**config.mk**
```make
export PLATFORM = sky130hd
export DESIGN_NAME = rede_out_argmax
export DESIGN_NICKNAME = d
export VERILOG_FILES = /design/src/rtl/rede_out_argmax.sv
export SDC_FILE = /design/constraint.sdc
export NUM_CORES = 1
export LEC_CHECK = 0
export BUFFER_PORTS_ARGS = -buffer_cell sky130_fd_sc_hd__buf_4
export CAP_MARGIN = 20
export CORE_ASPECT_RATIO = 1.5
export CORE_MARGIN = 2
export CORE_UTILIZATION = 50
export CTS_CLUSTER_DIAMETER = 80
export DETAILED_ROUTE_END_ITERATION = 8
export GPL_ROUTABILITY_DRIVEN = 1
export PLACE_DENSITY = 0.69
export SLEW_MARGIN = 10
export SYNTH_ARGS = -nofsm -noshare
export SYNTH_HDL_FRONTEND = slang
export SYNTH_SLANG_ARGS = --single-unit
```
**constraint.sdc**
```tcl
create_clock -name clk -period 12.1 [get_ports clk]
set_clock_uncertainty 0.15 [all_clocks]
set_input_delay 0.605 -clock clk [delete_from_list [all_inputs] [get_ports clk]]
set_output_delay 0.605 -clock clk [all_outputs]
set_load 0.02 [all_outputs]
```
**src/rtl/rede_out_argmax.sv**
```systemverilog
// Collects one signed result per output channel, then scans for the maximum and
// presents {index, score} on a valid/ready handshake. Ties resolve to the lower index.
module rede_out_argmax #(
  parameter int NOUT  = 4,
  parameter int NBITS = 28,
  parameter int CNTW  = 16,
  localparam int IW   = (NOUT > 1) ? $clog2(NOUT) : 1
) (
  input  logic             clk,
  input  logic             rst,
  input  logic [NBITS-1:0] io_out,
  input  logic [NOUT-1:0]  out_en,
  output logic [IW-1:0]    res_idx,
  output logic [NBITS-1:0] res_score,
  output logic             res_valid,
  input  logic             res_ready,
  output logic [CNTW-1:0]  frame_cnt,
  output logic             err_multi,
  output logic             err_overrun
);

  typedef enum logic [1:0] {COLLECT, SCAN, VALID} state_t;

  state_t                  state;
  logic signed [NBITS-1:0] slot [NOUT];
  logic [NOUT-1:0]         filled;
  logic [IW-1:0]           scan_i;
  logic signed [NBITS-1:0] best;
  logic [IW-1:0]           bidx;
  logic signed [NBITS-1:0] nxt_best;
  logic [IW-1:0]           nxt_bidx;
  logic                    any_en;
  logic                    one_hot;

  assign any_en  = |out_en;
  assign one_hot = any_en && ((out_en & (out_en - NOUT'(1))) == '0);

  // Running maximum including the current scan position, so the final
  // comparison lands in res_* on the same edge that enters VALID.
  always_comb begin
    nxt_best = best;
    nxt_bidx = bidx;
    if (scan_i == '0) begin
      nxt_best = slot[0];
      nxt_bidx = '0;
    end else if (slot[scan_i] > best) begin
      nxt_best = slot[scan_i];
      nxt_bidx = scan_i;
    end
  end

  always_ff @(posedge clk) begin
    if (rst) begin
      state       <= COLLECT;
      filled      <= '0;
      for (int k = 0; k < NOUT; k++) slot[k] <= '0;
      scan_i      <= '0;
      best        <= '0;
      bidx        <= '0;
      res_idx     <= '0;
      res_score   <= '0;
      res_valid   <= 1'b0;
      frame_cnt   <= '0;
      err_multi   <= 1'b0;
      err_overrun <= 1'b0;
    end else begin
      case (state)
        COLLECT: begin
          if (one_hot) begin
            for (int k = 0; k < NOUT; k++)
              if (out_en[k]) slot[k] <= io_out;
            filled <= filled | out_en;
          end else if (any_en) begin
            err_multi <= 1'b1;
          end
          if (&filled) begin
            state  <= SCAN;
            scan_i <= '0;
          end
        end
        SCAN: begin
          if (any_en) err_overrun <= 1'b1;
          best <= nxt_best;
          bidx <= nxt_bidx;
          if (scan_i == IW'(NOUT - 1)) begin
            state     <= VALID;
            filled    <= '0;
            res_idx   <= nxt_bidx;
            res_score <= nxt_best;
            res_valid <= 1'b1;
          end else begin
            scan_i <= scan_i + IW'(1);
          end
        end
        VALID: begin
          if (any_en) err_overrun <= 1'b1;
          if (res_ready) begin
            res_valid <= 1'b0;
            frame_cnt <= frame_cnt + CNTW'(1);
            state     <= COLLECT;
          end
        end
        default: state <= COLLECT;
      endcase
    end
  end

endmodule

```
After elaboration in Yosys (flattened, before gate mapping)

Memory sizes are Yosys's and may differ from the RTL's. A register that Yosys moved wholly into a read port is not among the register bits.
Cells that the tools add are included.

$add $sub $neg: 3
Order comparisons: 1
Equal/unequal tests: 8
Multiplexer cells: 45
Bitwise logic cells: 7
Reductions and logical operators: 17

Operators by type and width:

| cell                  | count |
|---|---|
| $mux 28               | 6 |
| $gt 28x28->1          | 1 |
| $mux 1                | 24 |
| $mux 2                | 9 |
| $add 16x1->16 const B | 1 |
| $reduce_and 3->1      | 5 |
| $ne 2x2->1 const B    | 5 |
| $mux 4                | 2 |
| $pmux 4 s2            | 1 |
| $pmux 2 s3            | 1 |
| $reduce_and 2->1      | 3 |
| $and 4x4->4           | 1 |
| $eq 2x2->1 const B    | 2 |
| $logic_not 2->1       | 2 |
| $logic_not 4->1       | 1 |
| $or 1x1->1            | 4 |
| $or 4x4->4            | 1 |
| $pmux 2 s2            | 1 |
| $reduce_and 4->1      | 1 |
| $reduce_bool 2->1     | 2 |
| $reduce_or 4->1       | 1 |
| $sub 4x1->4 const B   | 1 |
| $add 2x1->2 const B   | 1 |
| $eq 2x1->1 const B    | 1 |
| other kinds (4)       | 4 |

Bits in registers: 87
Memory bits (writable): 112
Input port bits: 35
Output and inout port bits: 49
Word-level logic and storage cells: 93
Memories: 1

Memories:

| name | words | width | rd ports | clocked after Yosys merged registers in | wr ports | line | RTL |
|---|---|---|---|---|---|---|---|
| slot | 4     | 28    | 2        | 1                                       | 4        | 25   | `logic signed [NBITS-1:0] slot [NOUT];` |

Logic depth before layout (Yosys ltp)

Gate-level depths: netlist (run 1).

Depth in word-level cells: 9
Depth in mapped cells: 13
Depth with buffers taken out: 10

Least setup slack after synthesis (run 1)

No wires, ideal clock.

Kind: register to register
From: reg with a tool-made name
To: reg best[2]
Setup time: 0.119 ns
Arrival time: 3.882 ns
Data required time: 11.831 ns
Path slack: 7.950 ns
Stages on the path, launching flop included: 12
Buffers on the path: 3
Period minus slack after synthesis: 4.150 ns
Cells stage by stage: dfxtp_1 buf_2 buf_1 mux4_2 ha_1 nand4_1 or4_1 a41o_1 a211oi_2 nand2_1 clkbuf_1 o221a_2

RTL lines:

| element              | line | RTL |
|---|---|---|
| to (signal assigned) | 83   | `best <= nxt_best;` |
| to (decl)            | 28   | `logic signed [NBITS-1:0] best;` |

==> results.sh, run 1 <==
export IMPL_status="completed"
export IMPL_critPathLaunchType="flop"
export IMPL_p_seq_share_pct=49.7
export IMPL_clk_latency_ns=0.50
export IMPL_via_count=6713
export IMPL_yosysSeqAreaShare_pct=54.3
export IMPL_synth_distinct_cells=50
export IMPL_comb_power_share_pct=9.4
export IMPL_final_setup_worst_slack_ns=6.95
export IMPL_num_rows=61
export IMPL_setup_viol=0
export IMPL_synth_edf_count=112
export IMPL_die_height_um=173
export IMPL_antenna_found_initial=0
export IMPL_cpLargestDelayFamily="simple AND/OR/NAND/NOR gates"
export IMPL_postCtsSetupBuffers=0
export IMPL_p_sw_mw=0.365
export IMPL_dieArea_mm2=0.0201
export IMPL_syn_area_per_cell_um2=11.5
export IMPL_fin_crit_ns=5.15
export IMPL_clockPowerShare_pct=40.9
export IMPL_max_freq_mhz=194
export IMPL_finalNetCount=946
export IMPL_critPathMaxFanout=18
export IMPL_antenna_left=0
export IMPL_synth_top_area_share_pct=35.5
export IMPL_ys_seq_elements=201
export IMPL_end_kind="flop"
export IMPL_drt_total_wl_mm=22.5
export IMPL_place_port_buffers=83
export IMPL_max_cap_violations=0
export IMPL_cpMaxStageDelayCell="a211oi_4"
export IMPL_initial_core_util_pct=51.1
export IMPL_p_int_mw=1.20
export IMPL_drt_first_pass_iters=5
export IMPL_crit_buf_inv=2
export IMPL_switching_share_pct=23.3
export IMPL_routabilityCongestion=0.774
export IMPL_cts_tree="yes"
export IMPL_cts_max_level=1
export IMPL_synth_most_common_cell="and3_1"
export IMPL_grt_util_all_layers_pct=23.0
export IMPL_cts_hold_buf=0
export IMPL_async_reset_ff_share_pct=0
export IMPL_area_growth_pct=16.0
export IMPL_core_area_mm2=0.0185
export IMPL_synth_common_cells="and3_1 (115), edfxtp_1 (112), dfxtp_1 (89), nor2_1 (85), clkbuf_1 (53)"
export IMPL_wl_per_cell_um=19.7
export IMPL_drive_gt1_share_pct=21.2
export IMPL_rsz0062_at_grt="false"
export IMPL_cts_buffers=20
export IMPL_worstMarginPinSlew_ns=1.11
export IMPL_yosys_area_top_type="edfxtp_1"
export IMPL_drc=0
export IMPL_syn_cell_area_mm2=0.00948
export IMPL_diodes=0
export IMPL_finalPower_mw=1.56
export IMPL_p_per_area_mw_per_mm2=142
export IMPL_p_leak_nw=4.48
export IMPL_slowest_delay_ns=0.61
export IMPL_synthFlopType="edfxtp_1"
export IMPL_maxSlewHeadroom_pct=25.8
export IMPL_synth_nets=891
export IMPL_ios=84
export IMPL_ir_worst_vdd_mv=0.132
export IMPL_die_w_um=116
export IMPL_dp_slack_ns=6.89
export IMPL_grt_max_degree=65
export IMPL_hold_path_class="in2reg"
export IMPL_path_clk_slew_ns=0.07
export IMPL_crit_chain="buf_4 -> mux4_2 -> ha_1 -> nand4_1 -> or4_1 -> a41o_1 -> a211oi_4 -> nand2_1 -> buf_16 -> o221a_2"
export IMPL_grt_overflow=0
export IMPL_post_cts_resized=0
export IMPL_clockBufferDepth=3
export IMPL_crit_arrival_ns=5.38
export IMPL_timing_final_hold_violations=0
export IMPL_initialDrtViolationCount=411
export IMPL_viasPerCell=5.87
export IMPL_required_ns=12.34
export IMPL_grt_pass1_wl_mm=36.0
export IMPL_critPathKind="reg2reg"
export IMPL_fin_crit_sh_pct=42.5
export IMPL_cts_sinks=201
export IMPL_postSynthCellCount=822
export IMPL_fin_tns_setup_ns=0
export IMPL_dpl_hpwl_mm=14.2
export IMPL_synth_area_leaders="edfxtp_1 (35%), dfxtp_1 (19%), and3_1 (7.6%), mux4_2 (6.7%), ha_1 (4.5%)"
export IMPL_ys_warn_count=0
export IMPL_finalMaxSlewViolations=0
export IMPL_clockRootBuffer="clkbuf_16"
export IMPL_grt_pass1_vias=6788
## metal layers
layer	up-vias	track usage (%)	wire length (um)	share of wire [%]
met5	-	0	0	0
met4	0	7.44	610	2.7
met3	51	3.08	1340	6.0
met2	200	41.5	11900	53
met1	3276	27.8	8640	38
li1	3186	-	-	-
## worst paths after layout
path,to,cells after the start,slack [ns],from
setup / recovery,best[7],10,6.95,flop
hold reg to reg,err_multi,2,0.31,err_multi
setup reg to reg,best[7],10,6.95,flop
hold / removal,res_valid,4,0.27,res_ready
## layout by cell type (no fill, tap or decap), drive strengths merged, types with 2 or more instances in the layout
master,instances
mux2i,31
nand2b,2
a41oi,2
nand3,7
nand4,9
clkinvlp,3
bufinv,2
and2,3
maj3,2
o21ai,41
xnor2,4
o221a,28
a211oi,2
edfxtp,112
xor2,8
a22oi,30
o211ai,3
mux4,28
inv,40
nor2b,2
a21oi,27
and4,2
dfxtp,89
or3,5
a21o,6
clkbuf,25
o32ai,2
buf,97
nand2,21
nor2,85
and3,115
ha,34
nor3,5
clkinv,6
## sequential cells by signal, indices dropped and copies added (netlist names), named ones only
register,cells
bidx,2
scan_i,2
filled,4
res_score,28
frame_cnt,16
res_valid,1
err_multi,1
slot,112
res_idx,2
state,2
err_overrun,1
best,28
## through the flow
step / cells / util (%) / hold slack, ns / cell area (um2)
2_1_floorplan: 822 / - / 0.286 / 9480
3_3_place_gp: 1106 / 55.4 / 0.287 / 10300
6_report: 1143 / 59.3 / 0.269 / 11000
5_1_grt: 1143 / 59.3 / 0.292 / 11000
3_5_place_dp: 1107 / 55.6 / 0.300 / 10300
4_1_cts: 1143 / 59.3 / 0.257 / 11000
## final cells by class
type,count,area [um2]
Clock buffer,25,572
Clock inverter,11,109
Fill cell,1528,7560
Inverter,40,150
Multi-Input combinational cell,517,3950
Sequential cell,201,5150
Tap cell,252,315
Timing Repair Buffer,97,748
## kinds of logic (layout without fill, tap and decap cells)
group           Yosys count  in the layout  share of synthesized area (%)
fa+ha+maj                36             36                           4.70
buf+inv                 104            173                           4.29
xor+xnor                 12             12                           1.11
simple gates            262            262                           14.5
compound gates          148            148                           11.2
mux                      59             59                           9.93
flops                   201            201                           54.3
## power by group through the flow
stage          clock network [mW]  logic, mW  registers [mW]
6_report                    0.639      0.146           0.777
5_1_grt                     0.671      0.161           0.780
4_1_cts                     0.649      0.147           0.777
3_5_place_dp                    0      0.146           0.792
3_3_place_gp                    0      0.145           0.790
2_1_floorplan                   0      0.101           0.785
## tightest hold or removal path: cells and delay by family
| family | cells | cell delay (ns) |
|---|---|---|
| and+or+nand+nor | 2 | 0.12 |
| buffers and inverters | 1 | 0.09 |
| AOI/OAI and AO/OA | 1 | 0.05 |
Power figures use the tool's default switching activity.
==> inputs of run 2 (changes only) <==
==> constraint.sdc (replaced) <==
create_clock -name clk -period 4.75 [get_ports clk]
set_clock_uncertainty 0.15 [all_clocks]
set_input_delay 0.2375 -clock clk [delete_from_list [all_inputs] [get_ports clk]]
set_output_delay 0.2375 -clock clk [all_outputs]
set_load 0.02 [all_outputs]
==> run 2 against run 1 <==
Final cell count increased by 3.3%. Fmax increased by 29%. Hold slack got worse by 0.17 ns. Global-route usage increased by 0.23 points. Clock-buffer cell count increased by 3.
==> results.sh, run 2 (synthesized netlist as in run 1, its figures left out) <==
export IMPL_status="completed"
export IMPL_cts_buffers=21
export IMPL_p_per_area_mw_per_mm2=361
export IMPL_cts_max_level=1
export IMPL_initial_core_util_pct=51.1
export IMPL_wl_per_cell_um=19.4
export IMPL_initialDrtViolationCount=446
export IMPL_holdPathStages=3
export IMPL_fin_tns_setup_ns=0
export IMPL_place_port_buffers=83
export IMPL_ir_worst_vdd_mv=0.260
export IMPL_grt_util_all_layers_pct=23.2
export IMPL_via_count=6762
export IMPL_num_rows=61
export IMPL_drt_total_wl_mm=22.9
export IMPL_drt_first_pass_iters=4
export IMPL_worstMarginPinSlew_ns=0.790
export IMPL_max_freq_mhz=251
export IMPL_required_ns=4.98
export IMPL_fin_crit_ns=3.98
export IMPL_critPathLaunchType="flop"
export IMPL_rsz0062_at_grt="false"
export IMPL_dp_slack_ns=0.751
export IMPL_clockRootBuffer="clkbuf_16"
export IMPL_crit_chain="buf_4 -> mux4_2 -> ha_1 -> nand4_1 -> or4_1 -> a41o_1 -> a211oi_4 -> buf_4 -> mux2i_1 -> o21ai_1"
export IMPL_placed_area_mm2=0.0103
export IMPL_cts_sinks=201
export IMPL_antenna_found_initial=0
export IMPL_die_height_um=173
export IMPL_finalNetCount=983
export IMPL_fillCellCount=1522
export IMPL_r2r_slack_ns=0.77
export IMPL_drc=0
export IMPL_maxSlewHeadroom_pct=47.3
export IMPL_slowest_delay_ns=0.60
export IMPL_area_growth_pct=20.0
export IMPL_die_w_um=116
export IMPL_setup_viol=0
export IMPL_fin_crit_sh_pct=83.8
export IMPL_cts_tree="yes"
export IMPL_clockBufferDepth=3
export IMPL_p_leak_nw=4.66
export IMPL_finalCoreUtilization_pct=61.3
export IMPL_cpMostUsedCell="buf_4"
export IMPL_layout_commonest_cell="and3_1"
export IMPL_core_area_mm2=0.0185
export IMPL_grt_pass1_wl_mm=36.6
export IMPL_holdPathEnd="filled[3]"
export IMPL_regArea_mm2=0.00515
export IMPL_path_clk_slew_ns=0.06
export IMPL_largest_reg_flops=112
export IMPL_hold_path_class="in2reg"
export IMPL_largest_register="slot"
export IMPL_final_setup_worst_slack_ns=0.769
export IMPL_viasPerCell=5.73
export IMPL_routabilityCongestion=0.802
export IMPL_final_cells=1181
export IMPL_grt_pass1_vias=7021
export IMPL_grt_max_degree=73
export IMPL_whs_ns=0.103
export IMPL_cpMaxStageDelayCell="dfxtp_2"
export IMPL_finalPower_mw=4.11
export IMPL_r2r_end="res_score[17]"
export IMPL_clk_latency_ns=0.51
export IMPL_ff2ff_path_depth=10
export IMPL_dieArea_mm2=0.0201
export IMPL_post_cts_resized=0
export IMPL_critPathKind="reg2reg"
export IMPL_numPlacedInstances=1113
export IMPL_timing_final_hold_violations=0
export IMPL_ios=84
export IMPL_drive_gt1_share_pct=21.2
export IMPL_critPathMaxFanout=14
export IMPL_finalMaxSlewViolations=0
export IMPL_antenna_left=0
export IMPL_postCtsSetupBuffers=0
export IMPL_min_from="out_en[3]"
export IMPL_crit_arrival_ns=4.21
export IMPL_multi_input_area_mm2=0.00395
export IMPL_layout_common_cells="and3_1 (115), edfxtp_1 (112), buf_4 (103), dfxtp_1 (88), nor2_1 (85)"
export IMPL_grt_overflow=0
export IMPL_final_area_mm2=0.0114
export IMPL_max_cap_violations=0
export IMPL_end_kind="flop"
export IMPL_diodes=0
export IMPL_top_regs="slot: 112 flops, best: 28 flops, res_score: 28 flops"
export IMPL_dpl_hpwl_mm=14.1
## run 2: cell count changes in the layout (fill, tap and decap cells not counted)
cell / previous run / this run
clkbuf_1: 2 / 3
buf_4: 96 / 103
buf_16: 1 / 0
clkinvlp_4: 3 / 1
bufinv_16: 2 / 3
clkinv_2: 3 / 2
dlygate4sd3_1: 0 / 29
buf_8: 0 / 1
clkbuf_8: 1 / 3
inv_6: 0 / 1
## run 2: layout make-up
| cell class | instances | share of cell area, % |
|---|---|---|
| clock buffer | 28 | 5.30 |
| tap | 252 | 2.77 |
| inverter | 40 | 1.32 |
| timing repair buffer | 133 | 9.49 |
| multi-input combinational | 517 | 34.7 |
| clock inverter | 10 | 1.12 |
| sequential | 201 | 45.3 |
## run 2: worst max-delay path, delay by kind of cell, from the launching register on
family | cells | cell delay (ns)
AOI/OAI and AO/OA | 3 | 0.66
adders and majority gates | 1 | 0.29
buffers and inverters | 2 | 0.67
DFF | 1 | 0.60
muxes | 2 | 0.82
and+or+nand+nor | 2 | 0.65
## run 2: worst max-delay path by stage
stage | from | to | slack (ns) | cells after the start
2_1_floorplan | flop | best[2] | 0.60 | 11
3_3_place_gp | flop | res_score[15] | 0.79 | 10
3_5_place_dp | flop | res_score[15] | 0.75 | 10
4_1_cts | flop | res_score[17] | 0.71 | 10
5_1_grt | flop | res_score[17] | 0.50 | 10
6_report | flop | res_score[17] | 0.77 | 10
## run 2: what timing repair did
| action | 4_1_cts | 5_1_grt |
|---|---|---|
| endpoints found under the setup margin | 0 | 0 |
| hold buffers | 29 | 0 |
| endpoints found under the hold margin | 115 | 0 |
## run 2: where the power goes
group	switching (mW)	leakage (nW)	internal, mW
combinational	0.225	2.47	0.170
clock	0.677	0.356	1.06
sequential	0.0417	1.83	1.94
total	0.944	4.66	3.16
## run 2: per-layer routing
metal	wire length (um)	share of wire (%)	GRT usage, %
met1	9340	41	28.8
met4	520	2.3	7.34
met2	12000	52	41.5
met3	1070	4.6	2.80
met5	0	0	0
==> inputs of run 3 (changes only) <==
--- a/config.mk
+++ b/config.mk
@@ -13,7 +13,7 @@
 export CTS_CLUSTER_DIAMETER = 80
 export DETAILED_ROUTE_END_ITERATION = 8
 export GPL_ROUTABILITY_DRIVEN = 1
-export PLACE_DENSITY = 0.69
+export PLACE_DENSITY = 0.71
 export SLEW_MARGIN = 10
 export SYNTH_ARGS = -nofsm -noshare
 export SYNTH_HDL_FRONTEND = slang
==> constraint.sdc (replaced) <==
create_clock -name clk -period 3.4 [get_ports clk]
set_clock_uncertainty 0.15 [all_clocks]
set_input_delay 0.17 -clock clk [delete_from_list [all_inputs] [get_ports clk]]
set_output_delay 0.17 -clock clk [all_outputs]
set_load 0.02 [all_outputs]
==> run 3 against run 2 <==
The flow now finishes with violations (setup timing). Sequential cell count unchanged. Hold slack worse by 0.044 ns. Total power up 38%. Routed wire length up 10%. Highest routed layer unchanged.
==> results.sh, run 3 (synthesized netlist as in run 1, its figures left out) <==
export IMPL_dpl_hpwl_mm=15.2
export IMPL_finalMaxSlewViolations=0
export IMPL_status="complete, but fails checks"
export IMPL_p_seq_share_pct=48.7
export IMPL_fillCellCount=1400
export IMPL_fin_tns_setup_ns=-14.27
export IMPL_grt_overflow=0
export IMPL_fin_crit_ns=3.69
export IMPL_top_regs="slot: 112 flops, best: 28 flops, res_score: 28 flops"
export IMPL_cts_buffers=20
export IMPL_switching_share_pct=24.3
export IMPL_layout_commonest_cell="buf_4"
export IMPL_rsz0062_at_grt="true"
export IMPL_grt_pass1_vias=7296
export IMPL_viasPerCell=5.83
export IMPL_antenna_found_initial=0
export IMPL_initialDrtViolationCount=481
export IMPL_numPlacedInstances=1148
export IMPL_finalNetCount=1035
export IMPL_violations="setup timing"
export IMPL_grt_pass1_wl_mm=38.9
export IMPL_diodes=0
export IMPL_largest_register="slot"
export IMPL_critPathMaxFanout=8
export IMPL_end_kind="flop"
export IMPL_grt_max_degree=73
export IMPL_drt_total_wl_mm=25.2
export IMPL_largest_reg_flops=112
export IMPL_dieArea_mm2=0.0201
export IMPL_path_clk_slew_ns=0.07
export IMPL_routabilityCongestion=0.850
export IMPL_wl_per_cell_um=20.5
export IMPL_drive_gt1_share_pct=27.4
export IMPL_area_growth_pct=29.6
export IMPL_cts_tree="yes"
export IMPL_critPathLaunchType="flop"
export IMPL_finalPower_mw=5.67
export IMPL_hold_path_class="in2reg"
export IMPL_die_w_um=116
export IMPL_ff2ff_path_depth=12
export IMPL_die_height_um=173
export IMPL_initial_core_util_pct=51.1
export IMPL_clockBufferDepth=3
export IMPL_via_count=7184
export IMPL_ios=84
export IMPL_dp_slack_ns=-0.308
export IMPL_cts_max_level=1
export IMPL_comb_power_share_pct=12.2
export IMPL_critPathKind="reg2reg"
export IMPL_multi_input_area_mm2=0.00423
export IMPL_clk_latency_ns=0.50
export IMPL_layout_common_cells="buf_4 (129), and3_1 (115), edfxtp_1 (112), dfxtp_1 (88), nor2_1 (85)"
export IMPL_crit_arrival_ns=3.92
export IMPL_drc=0
export IMPL_cts_sinks=201
export IMPL_num_rows=61
export IMPL_p_per_area_mw_per_mm2=462
export IMPL_max_freq_mhz=271
export IMPL_final_cells=1232
export IMPL_regArea_mm2=0.00515
export IMPL_maxSlewHeadroom_pct=47.7
export IMPL_p_int_mw=4.30
export IMPL_p_leak_nw=5.01
export IMPL_holdPathStages=3
export IMPL_clockPowerShare_pct=39.1
export IMPL_core_area_mm2=0.0185
export IMPL_antenna_left=0
export IMPL_clockRootBuffer="clkbuf_16"
export IMPL_drt_first_pass_iters=5
export IMPL_setup_viol=60
export IMPL_ir_worst_vdd_mv=0.320
export IMPL_worstMarginPinSlew_ns=0.785
export IMPL_timing_final_hold_violations=0
export IMPL_required_ns=3.63
export IMPL_place_port_buffers=83
export IMPL_min_from="out_en[0]"
export IMPL_max_cap_violations=0
export IMPL_p_sw_mw=1.38
export IMPL_grt_util_all_layers_pct=24.9
export IMPL_fin_crit_sh_pct=108
export IMPL_final_setup_worst_slack_ns=-0.288
-- run 3: changes by cell type in the layout (fill, tap and decap cells not counted), sizes merged --
cell and delta:
clkinv -1, clkbuf +1, clkinvlp +2, buf +51, bufinv -2
-- run 3: worst max-delay path, stage by stage, from the launching register on --
cell and delay, ns:
dfxtp_4 0.38, buf_6 0.12, buf_16 0.12, mux4_2 0.51
ha_1 0.32, nand4_1 0.14, or4_4 0.61, a41o_1 0.23
a211oi_4 0.26, buf_6 0.17, buf_4 0.20, mux2i_1 0.25
o21ai_1 0.10
-- run 3: timing repair --
action,4_1_cts,5_1_grt
resized for setup,29,26
pin swaps,1,9
hold endpoints to repair,115,0
hold buffers,29,0
gates cloned,2,2
setup buffers,9,6
setup endpoints to repair,60,60
-- run 3: layout make-up --
class                      instances  area share [%]
sequential                       201            41.9
multi-input combinational        517            34.5
tap                              252            2.57
timing repair buffer             186            14.4
clock inverter                     9           0.724
inverter                          40            1.22
clock buffer                      27            4.63
-- run 3: per-stage QoR --
stage	area (um2)	hold WS, ns	utilization (%)
floorplan	9590	0.229	-
detailed placement	10800	0.297	58.2
global route	12300	0.0868	66.2
CTS	12000	0.0347	64.8
global placement	10800	0.289	58.2
finish	12300	0.0588	66.2
-- run 3: path summary, 6_finish.rpt --
path / end / slack [ns]
setup / recovery: res_score[23] / -0.29
hold / removal: filled[0] / 0.06
setup reg to reg: res_score[23] / -0.29
hold reg to reg: res_idx[0] / 0.30
-- run 3: power by group through the flow --
| stage | Sequential [mW] | Clock [mW] | Combinational (mW) |
|---|---|---|---|
| 3_5_place_dp | 2.82 | 0 | 0.609 |
| 2_1_floorplan | 2.79 | 0 | 0.363 |
| 5_1_grt | 2.77 | 2.33 | 0.748 |
| 4_1_cts | 2.76 | 2.25 | 0.658 |
| 6_report | 2.76 | 2.22 | 0.695 |
| 3_3_place_gp | 2.81 | 0 | 0.596 |
-- run 3: layer usage --
| layer | track usage, % | share of wire, % |
|---|---|---|
| met1 | 30.8 | 39 |
| met2 | 44.4 | 53 |
| met3 | 3.08 | 5.2 |
| met4 | 8.28 | 3.1 |
| met5 | 0 | 0 |
